--- config.mk ---
export PLATFORM = sky130hd
export DESIGN_NAME = apb_master_flat
export DESIGN_NICKNAME = d
export VERILOG_FILES = /design/src/rtl/apb_master_if.sv /design/src/rtl/apb_master.sv /design/src/flat_wrapper.sv
export SDC_FILE = /design/constraint.sdc
export NUM_CORES = 1
export LEC_CHECK = 0
export CORE_AREA = 2 2 107 109
export CTS_BUF_LIST = sky130_fd_sc_hd__clkbuf_16
export CTS_CLUSTER_DIAMETER = 100
export DETAILED_ROUTE_END_ITERATION = 6
export DIE_AREA = 0 0 109 111
export GPL_TIMING_DRIVEN = 1
export PLACE_DENSITY = 0.89
export RECOVER_POWER = 100
export SLEW_MARGIN = 30
export SYNTH_ARGS = -nofsm -noshare
export SYNTH_HDL_FRONTEND = slang
export SYNTH_SLANG_ARGS = --single-unit
--- constraint.sdc ---
create_clock -name PCLK -period 6.03 [get_ports PCLK]
set_clock_uncertainty 0.1 [all_clocks]
set_input_delay 1.206 -clock PCLK [delete_from_list [all_inputs] [get_ports PCLK]]
set_output_delay 1.206 -clock PCLK [all_outputs]
set_load 0.05 [all_outputs]
--- src/rtl/apb_master_if.sv ---
// APB requester bundle: command stream, response channel and APB bus signals.
// The master modport is the requester's view; slave is the opposite side.
interface apb_master_if #(
    parameter int unsigned ADDR_WIDTH = 32,
    parameter int unsigned DATA_WIDTH = 32,
    parameter int unsigned STRB_WIDTH = DATA_WIDTH / 8
);
    logic                  cmd_valid;
    logic                  cmd_ready;
    logic                  cmd_write;
    logic [ADDR_WIDTH-1:0] cmd_addr;
    logic [DATA_WIDTH-1:0] cmd_wdata;
    logic [STRB_WIDTH-1:0] cmd_strb;

    logic                  rsp_valid;
    logic                  rsp_ready;
    logic [DATA_WIDTH-1:0] rsp_rdata;
    logic                  rsp_err;

    logic                  PSEL;
    logic                  PENABLE;
    logic                  PWRITE;
    logic [ADDR_WIDTH-1:0] PADDR;
    logic [DATA_WIDTH-1:0] PWDATA;
    logic [STRB_WIDTH-1:0] PSTRB;
    logic [DATA_WIDTH-1:0] PRDATA;
    logic                  PREADY;
    logic                  PSLVERR;

    modport master (
        input  cmd_valid, cmd_write, cmd_addr, cmd_wdata, cmd_strb,
        output cmd_ready,
        output rsp_valid, rsp_rdata, rsp_err,
        input  rsp_ready,
        output PSEL, PENABLE, PWRITE, PADDR, PWDATA, PSTRB,
        input  PRDATA, PREADY, PSLVERR
    );

    modport slave (
        output cmd_valid, cmd_write, cmd_addr, cmd_wdata, cmd_strb,
        input  cmd_ready,
        input  rsp_valid, rsp_rdata, rsp_err,
        output rsp_ready,
        input  PSEL, PENABLE, PWRITE, PADDR, PWDATA, PSTRB,
        output PRDATA, PREADY, PSLVERR
    );
endinterface

--- src/rtl/apb_master.sv ---
// APB4 requester: turns a valid/ready command stream into SETUP/ACCESS
// transfers and returns read data / error on a held response channel.
// Optional access-phase timeout: define APB_MASTER_TIMEOUT_EN.
module apb_master #(
    parameter int unsigned ADDR_WIDTH     = 32,
    parameter int unsigned DATA_WIDTH     = 32,
    parameter int unsigned STRB_WIDTH     = DATA_WIDTH / 8,
    parameter int unsigned TIMEOUT_CYCLES = 16
) (
    input logic          PCLK,
    input logic          PRESET,
    apb_master_if.master bus
);

    typedef enum logic [1:0] {
        IDLE   = 2'd0,
        SETUP  = 2'd1,
        ACCESS = 2'd2
    } state_t;

    state_t                state;
    state_t                state_nxt;
    logic                  cmd_ready_c;
    logic                  accept;
    logic                  complete;
    logic                  psel_c;
    logic                  penable_c;

    logic                  pwrite_q;
    logic [ADDR_WIDTH-1:0] paddr_q;
    logic [DATA_WIDTH-1:0] pwdata_q;
    logic [STRB_WIDTH-1:0] pstrb_q;

    logic                  rsp_valid_q;
    logic [DATA_WIDTH-1:0] rsp_rdata_q;
    logic                  rsp_err_q;

    assign accept = bus.cmd_valid && cmd_ready_c;

`ifdef APB_MASTER_TIMEOUT_EN
    localparam int unsigned CNT_W = $clog2(TIMEOUT_CYCLES + 1);

    logic [CNT_W-1:0] wait_cnt;
    logic             expire;

    // Terminates on the last of TIMEOUT_CYCLES stalled ACCESS cycles; PREADY wins.
    assign expire = (state == ACCESS) && !bus.PREADY &&
                    (wait_cnt == CNT_W'(TIMEOUT_CYCLES - 1));

    // Stalled ACCESS-cycle counter, restarted for every accepted command.
    always_ff @(posedge PCLK or posedge PRESET) begin
        if (PRESET) begin
            wait_cnt <= '0;
        end else if (accept) begin
            wait_cnt <= '0;
        end else if ((state == ACCESS) && !bus.PREADY) begin
            wait_cnt <= wait_cnt + CNT_W'(1);
        end
    end
`else
    logic timeout_unused;
    assign timeout_unused = (TIMEOUT_CYCLES != 0);
`endif

    // State register.
    always_ff @(posedge PCLK or posedge PRESET) begin
        if (PRESET) begin
            state <= IDLE;
        end else begin
            state <= state_nxt;
        end
    end

    // Next state, bus phase strobes and command acceptance.
    always_comb begin
        state_nxt   = state;
        psel_c      = 1'b0;
        penable_c   = 1'b0;
        cmd_ready_c = 1'b0;
        complete    = 1'b0;
        case (state)
            IDLE: begin
                // Gated by PRESET so every output reads 0 while reset is held.
                cmd_ready_c = !PRESET && (!rsp_valid_q || bus.rsp_ready);
                if (bus.cmd_valid && cmd_ready_c) begin
                    state_nxt = SETUP;
                end
            end
            SETUP: begin
                psel_c    = 1'b1;
                state_nxt = ACCESS;
            end
            ACCESS: begin
                psel_c    = 1'b1;
                penable_c = 1'b1;
                if (bus.PREADY) begin
                    complete  = 1'b1;
                    state_nxt = IDLE;
                end
`ifdef APB_MASTER_TIMEOUT_EN
                else if (expire) begin
                    state_nxt = IDLE;
                end
`endif
            end
            default: begin
                state_nxt = IDLE;
            end
        endcase
    end

    // Address/data phase registers, loaded on accept and held otherwise.
    always_ff @(posedge PCLK or posedge PRESET) begin
        if (PRESET) begin
            pwrite_q <= 1'b0;
            paddr_q  <= '0;
            pwdata_q <= '0;
            pstrb_q  <= '0;
        end else if (accept) begin
            pwrite_q <= bus.cmd_write;
            paddr_q  <= bus.cmd_addr;
            pwdata_q <= bus.cmd_write ? bus.cmd_wdata : '0;
            pstrb_q  <= bus.cmd_write ? bus.cmd_strb : '0;
        end
    end

    // Response capture; a completion on the consuming edge overwrites the old one.
    always_ff @(posedge PCLK or posedge PRESET) begin
        if (PRESET) begin
            rsp_valid_q <= 1'b0;
            rsp_rdata_q <= '0;
            rsp_err_q   <= 1'b0;
        end else if (complete) begin
            rsp_valid_q <= 1'b1;
            rsp_rdata_q <= pwrite_q ? '0 : bus.PRDATA;
            rsp_err_q   <= bus.PSLVERR;
        end
`ifdef APB_MASTER_TIMEOUT_EN
        else if (expire) begin
            rsp_valid_q <= 1'b1;
            rsp_rdata_q <= '0;
            rsp_err_q   <= 1'b1;
        end
`endif
        else if (rsp_valid_q && bus.rsp_ready) begin
            rsp_valid_q <= 1'b0;
        end
    end

    assign bus.cmd_ready = cmd_ready_c;
    assign bus.rsp_valid = rsp_valid_q;
    assign bus.rsp_rdata = rsp_rdata_q;
    assign bus.rsp_err   = rsp_err_q;
    assign bus.PSEL      = psel_c;
    assign bus.PENABLE   = penable_c;
    assign bus.PWRITE    = pwrite_q;
    assign bus.PADDR     = paddr_q;
    assign bus.PWDATA    = pwdata_q;
    assign bus.PSTRB     = pstrb_q;

endmodule

--- src/flat_wrapper.sv ---
// flat-port wrapper written by rule: the top's interface ports become plain ports
module apb_master_flat 
#(
    parameter int unsigned ADDR_WIDTH     = 32,
    parameter int unsigned DATA_WIDTH     = 32,
    parameter int unsigned STRB_WIDTH     = DATA_WIDTH / 8,
    parameter int unsigned TIMEOUT_CYCLES = 16
)
  (PCLK, PRESET, bus_cmd_valid, bus_cmd_write, bus_cmd_addr, bus_cmd_wdata, bus_cmd_strb, bus_cmd_ready, bus_rsp_valid, bus_rsp_rdata, bus_rsp_err, bus_rsp_ready, bus_PSEL, bus_PENABLE, bus_PWRITE, bus_PADDR, bus_PWDATA, bus_PSTRB, bus_PRDATA, bus_PREADY, bus_PSLVERR);
  apb_master_if #(.ADDR_WIDTH(ADDR_WIDTH), .DATA_WIDTH(DATA_WIDTH), .STRB_WIDTH(STRB_WIDTH)) bus_i ();
  input logic PCLK;
  input logic PRESET;
  input wire logic [$bits(bus_i.cmd_valid)-1:0] bus_cmd_valid;
  input wire logic [$bits(bus_i.cmd_write)-1:0] bus_cmd_write;
  input wire logic [$bits(bus_i.cmd_addr)-1:0] bus_cmd_addr;
  input wire logic [$bits(bus_i.cmd_wdata)-1:0] bus_cmd_wdata;
  input wire logic [$bits(bus_i.cmd_strb)-1:0] bus_cmd_strb;
  output wire logic [$bits(bus_i.cmd_ready)-1:0] bus_cmd_ready;
  output wire logic [$bits(bus_i.rsp_valid)-1:0] bus_rsp_valid;
  output wire logic [$bits(bus_i.rsp_rdata)-1:0] bus_rsp_rdata;
  output wire logic [$bits(bus_i.rsp_err)-1:0] bus_rsp_err;
  input wire logic [$bits(bus_i.rsp_ready)-1:0] bus_rsp_ready;
  output wire logic [$bits(bus_i.PSEL)-1:0] bus_PSEL;
  output wire logic [$bits(bus_i.PENABLE)-1:0] bus_PENABLE;
  output wire logic [$bits(bus_i.PWRITE)-1:0] bus_PWRITE;
  output wire logic [$bits(bus_i.PADDR)-1:0] bus_PADDR;
  output wire logic [$bits(bus_i.PWDATA)-1:0] bus_PWDATA;
  output wire logic [$bits(bus_i.PSTRB)-1:0] bus_PSTRB;
  input wire logic [$bits(bus_i.PRDATA)-1:0] bus_PRDATA;
  input wire logic [$bits(bus_i.PREADY)-1:0] bus_PREADY;
  input wire logic [$bits(bus_i.PSLVERR)-1:0] bus_PSLVERR;
  assign bus_i.cmd_valid = bus_cmd_valid;
  assign bus_i.cmd_write = bus_cmd_write;
  assign bus_i.cmd_addr = bus_cmd_addr;
  assign bus_i.cmd_wdata = bus_cmd_wdata;
  assign bus_i.cmd_strb = bus_cmd_strb;
  assign bus_cmd_ready = bus_i.cmd_ready;
  assign bus_rsp_valid = bus_i.rsp_valid;
  assign bus_rsp_rdata = bus_i.rsp_rdata;
  assign bus_rsp_err = bus_i.rsp_err;
  assign bus_i.rsp_ready = bus_rsp_ready;
  assign bus_PSEL = bus_i.PSEL;
  assign bus_PENABLE = bus_i.PENABLE;
  assign bus_PWRITE = bus_i.PWRITE;
  assign bus_PADDR = bus_i.PADDR;
  assign bus_PWDATA = bus_i.PWDATA;
  assign bus_PSTRB = bus_i.PSTRB;
  assign bus_i.PRDATA = bus_PRDATA;
  assign bus_i.PREADY = bus_PREADY;
  assign bus_i.PSLVERR = bus_PSLVERR;
  apb_master #(.ADDR_WIDTH(ADDR_WIDTH), .DATA_WIDTH(DATA_WIDTH), .STRB_WIDTH(STRB_WIDTH), .TIMEOUT_CYCLES(TIMEOUT_CYCLES)) u_core (.PCLK(PCLK), .PRESET(PRESET), .bus(bus_i));
endmodule
==> metrics.cfg <==
[timing]
worstMarginPinSlew_ns = 1.785
hold_ws_ns = 0.3759
setup_slack_ns = 1.529
hold_violations = 0
fin_crit_sh_pct = 74.65
fmaxAchievable_mhz = 222.2
setup_tns_ns = 0
relSlewSlack_pct = -19.27
drv_slew = 67
grt_setup_unrepaired = false
period_needed_ns = 4.501
finalSetupViolCount = 0

[status]
violations = capacitance limit, slew limit
status = finished, violations left

[final_layout]
antennaDiodeCount = 0
fin_nets = 704
finalNonFillerCells = 740
syn2layout_area_growth_pct = 56.72
layout-drive-gt1-share_pct = 8.710
fin_util_pct = 62.30
final_area_um2 = 6900

[setup_path]
crit_top_cell = buf_4
r2r_setup_slack_ns = 2.90
criticalPathCategory = in2reg
path_buf_inv = 4
cp_cell_sequence = dlygate4sd3_1 -> clkinvlp_2 -> buf_4 -> nand4_1 -> buf_4 -> mux2_1
slowest_delay_ns = 1.06
critPathRequiredTime_ns = 6.14
cp-start-kind = input port
arrival_ns = 4.61
critPathMaxFanout = 49
cp_slowest_cell = nand4_1
endpoint_kind = flip-flop
cp_top_family = buffers and inverters

[clock_network]
htreeDepth = 3
cts_buffers = 9
cts.clk_slew.worst_paths_ns = 0.07
cts.sinks = 105
ctsHoldBuffers = 0
root_buffer = clkbuf_16
cts_tree = done
post_cts_buffers = 0
cts_resized = 0
clock_latency_ns = 0.33
clockBufferDepth = 2

[yosys]
ys_seq_area_share_pct = 59.68
ys_ff_latch = 105
synth_fp_nets = 499
synth_area_leaders = dfrtp_1 (60%), mux2i_1 (8.2%), mux2_2 (8.2%), nand2_1 (6.0%), nand2b_1 (4.8%)
synth_top_area_cell = dfrtp_1
syn_avg_cell_area_um2 = 11.35
ys.warnings.count = 0
synth_area_um2 = 4403
synth_top_area_share_pct = 59.68
syn-instance-count = 388
async_flop_share_pct = 100.0
synth.distinct_cells = 21
synth_edf_count = 0
synthFlopType = dfrtp_1

[grt]
grt_pass1_vias = 3740
grt_pass1_wl_um = 18050
grt_max_degree = 67
antenna_found_initial = 0
grt_remaining_overflow = 0
grtUsageTotal_pct = 18.76

[placement]
placed_area_um2 = 6635
finalWeightedCongestion = 0.7614
place_ws_ns = 1.887
io_buffers = 212
place_hpwl_um = 8260
dpl.cell_count = 725

[floorplanning]
fp.dieW_um = 109
design.portCount = 213
placementRows = 39
start_util_pct = 39.75
fp.dieH_um = 111
coreArea_um2 = 11080
dieArea_um2 = 12100

[drt]
vias = 3444
avgRoutedWirePerCell_um = 14.93
drc = 0
drtPass1Iterations = 4
drtIter0Drc = 144
vias_per_cell = 4.654
antenna_left = 0
routed_wl_um = 11050

[min_path]
hp-class = reg2reg

[run]
drv_cap = 1

[power]
p_per_area_nw_per_um2 = 573.2
peakVddDrop_uv = 324.6
leakagePower_nw = 3.361
design_power_total_mw = 3.956

[area by class of cell]
type / count / area [um2]
inverters: 39 / 147.6
fillers: 886 / 4177
clock buffers: 9 / 225.2
multi-input cells: 223 / 1523
flip-flops and latches: 105 / 2628
clock inverters: 6 / 61.31
repair buffers: 215 / 2137
well taps: 143 / 178.9
[power breakdown]
part	leakage, nW	total [mW]	switching, mW	internal (mW)
registers	1.32	1.18	0.176	1.01
clock network	0.135	0.571	0.253	0.318
logic	1.91	2.20	1.49	0.712
total	3.36	3.96	1.92	2.04
[cell usage after synthesis (4+ instances only)]
cell,instances
o21ai_0,32
inv_1,39
buf_2,5
mux2_2,32
dfrtp_1,105
mux2i_1,36
nand2b_1,34
nand2_1,70
ha_1,4
clkbuf_1,13
[metal layers]
layer	global-route usage [%]	up-vias	routed length [um]
li1	-	1655	-
met3	4.644	21	758
met2	32.26	127	5588
met1	22.87	1641	4470
met5	0	-	0
met4	5.897	0	231
[placed cells by master (no fill, tap or decap), types with 3 or more instances in the layout]
cell type | Yosys | layout
clkbuf_16 | 0 | 9
ha_1 | 4 | 4
clkinvlp_4 | 0 | 3
mux2_2 | 32 | 32
mux2i_1 | 36 | 36
nand2_1 | 70 | 70
o21ai_0 | 32 | 32
dfrtp_1 | 105 | 105
inv_1 | 39 | 39
nand4_1 | 2 | 3
dlygate4sd3_1 | 0 | 108
clkdlybuf4s50_1 | 0 | 103
nand2b_1 | 34 | 34
[final timing paths]
path | cells after the start | end | start
worst max-delay path | 6 | u_core.bus.PADDR[10]$_DFFE_PP0P_ | PRESET
min in group asynchronous | 3 | u_core.bus.rsp_valid$_DFFE_PP0P_ | PRESET
worst max register to register | 5 | u_core.bus.PADDR[10]$_DFFE_PP0P_ | u_core.state[0]$_DFFE_PP0P_
worst min register to register | 2 | u_core.bus.rsp_rdata[31]$_DFFE_PP0P_ | u_core.bus.rsp_rdata[31]$_DFFE_PP0P_
max in group asynchronous | 4 | u_core.bus.rsp_rdata[8]$_DFFE_PP0P_ | PRESET
worst min-delay path | 2 | u_core.bus.rsp_rdata[31]$_DFFE_PP0P_ | u_core.bus.rsp_rdata[31]$_DFFE_PP0P_
[state kept, by name, indices dropped and copies added, names as in the netlist]
register and flops:
u_core.bus.PWRITE 1, u_core.bus.rsp_rdata 32, u_core.state 2, u_core.bus.PSTRB 4, u_core.bus.PADDR 32, u_core.bus.PWDATA 32
u_core.bus.rsp_err 1, u_core.bus.rsp_valid 1
[kinds of logic (layout without fill, tap and decap cells)]
kind of cell,count (synthesis),after routing,synth area share [%]
and+or+nand+nor,113,113,12.33
AOI/OAI and AO/OA,36,36,4.376
buffers and inverters,60,269,5.598
adders and majority gates,4,4,1.137
DFF,105,105,59.68
muxes,70,70,16.88
[worst min-delay path: cells and delay by family (launching register included)]
family             cells  cell delay [ns]
DFF                    1             0.34
and+or+nand+nor        1             0.04
AOI/OAI and AO/OA      1             0.06
Note: power is estimated with default switching activity, not from simulation.
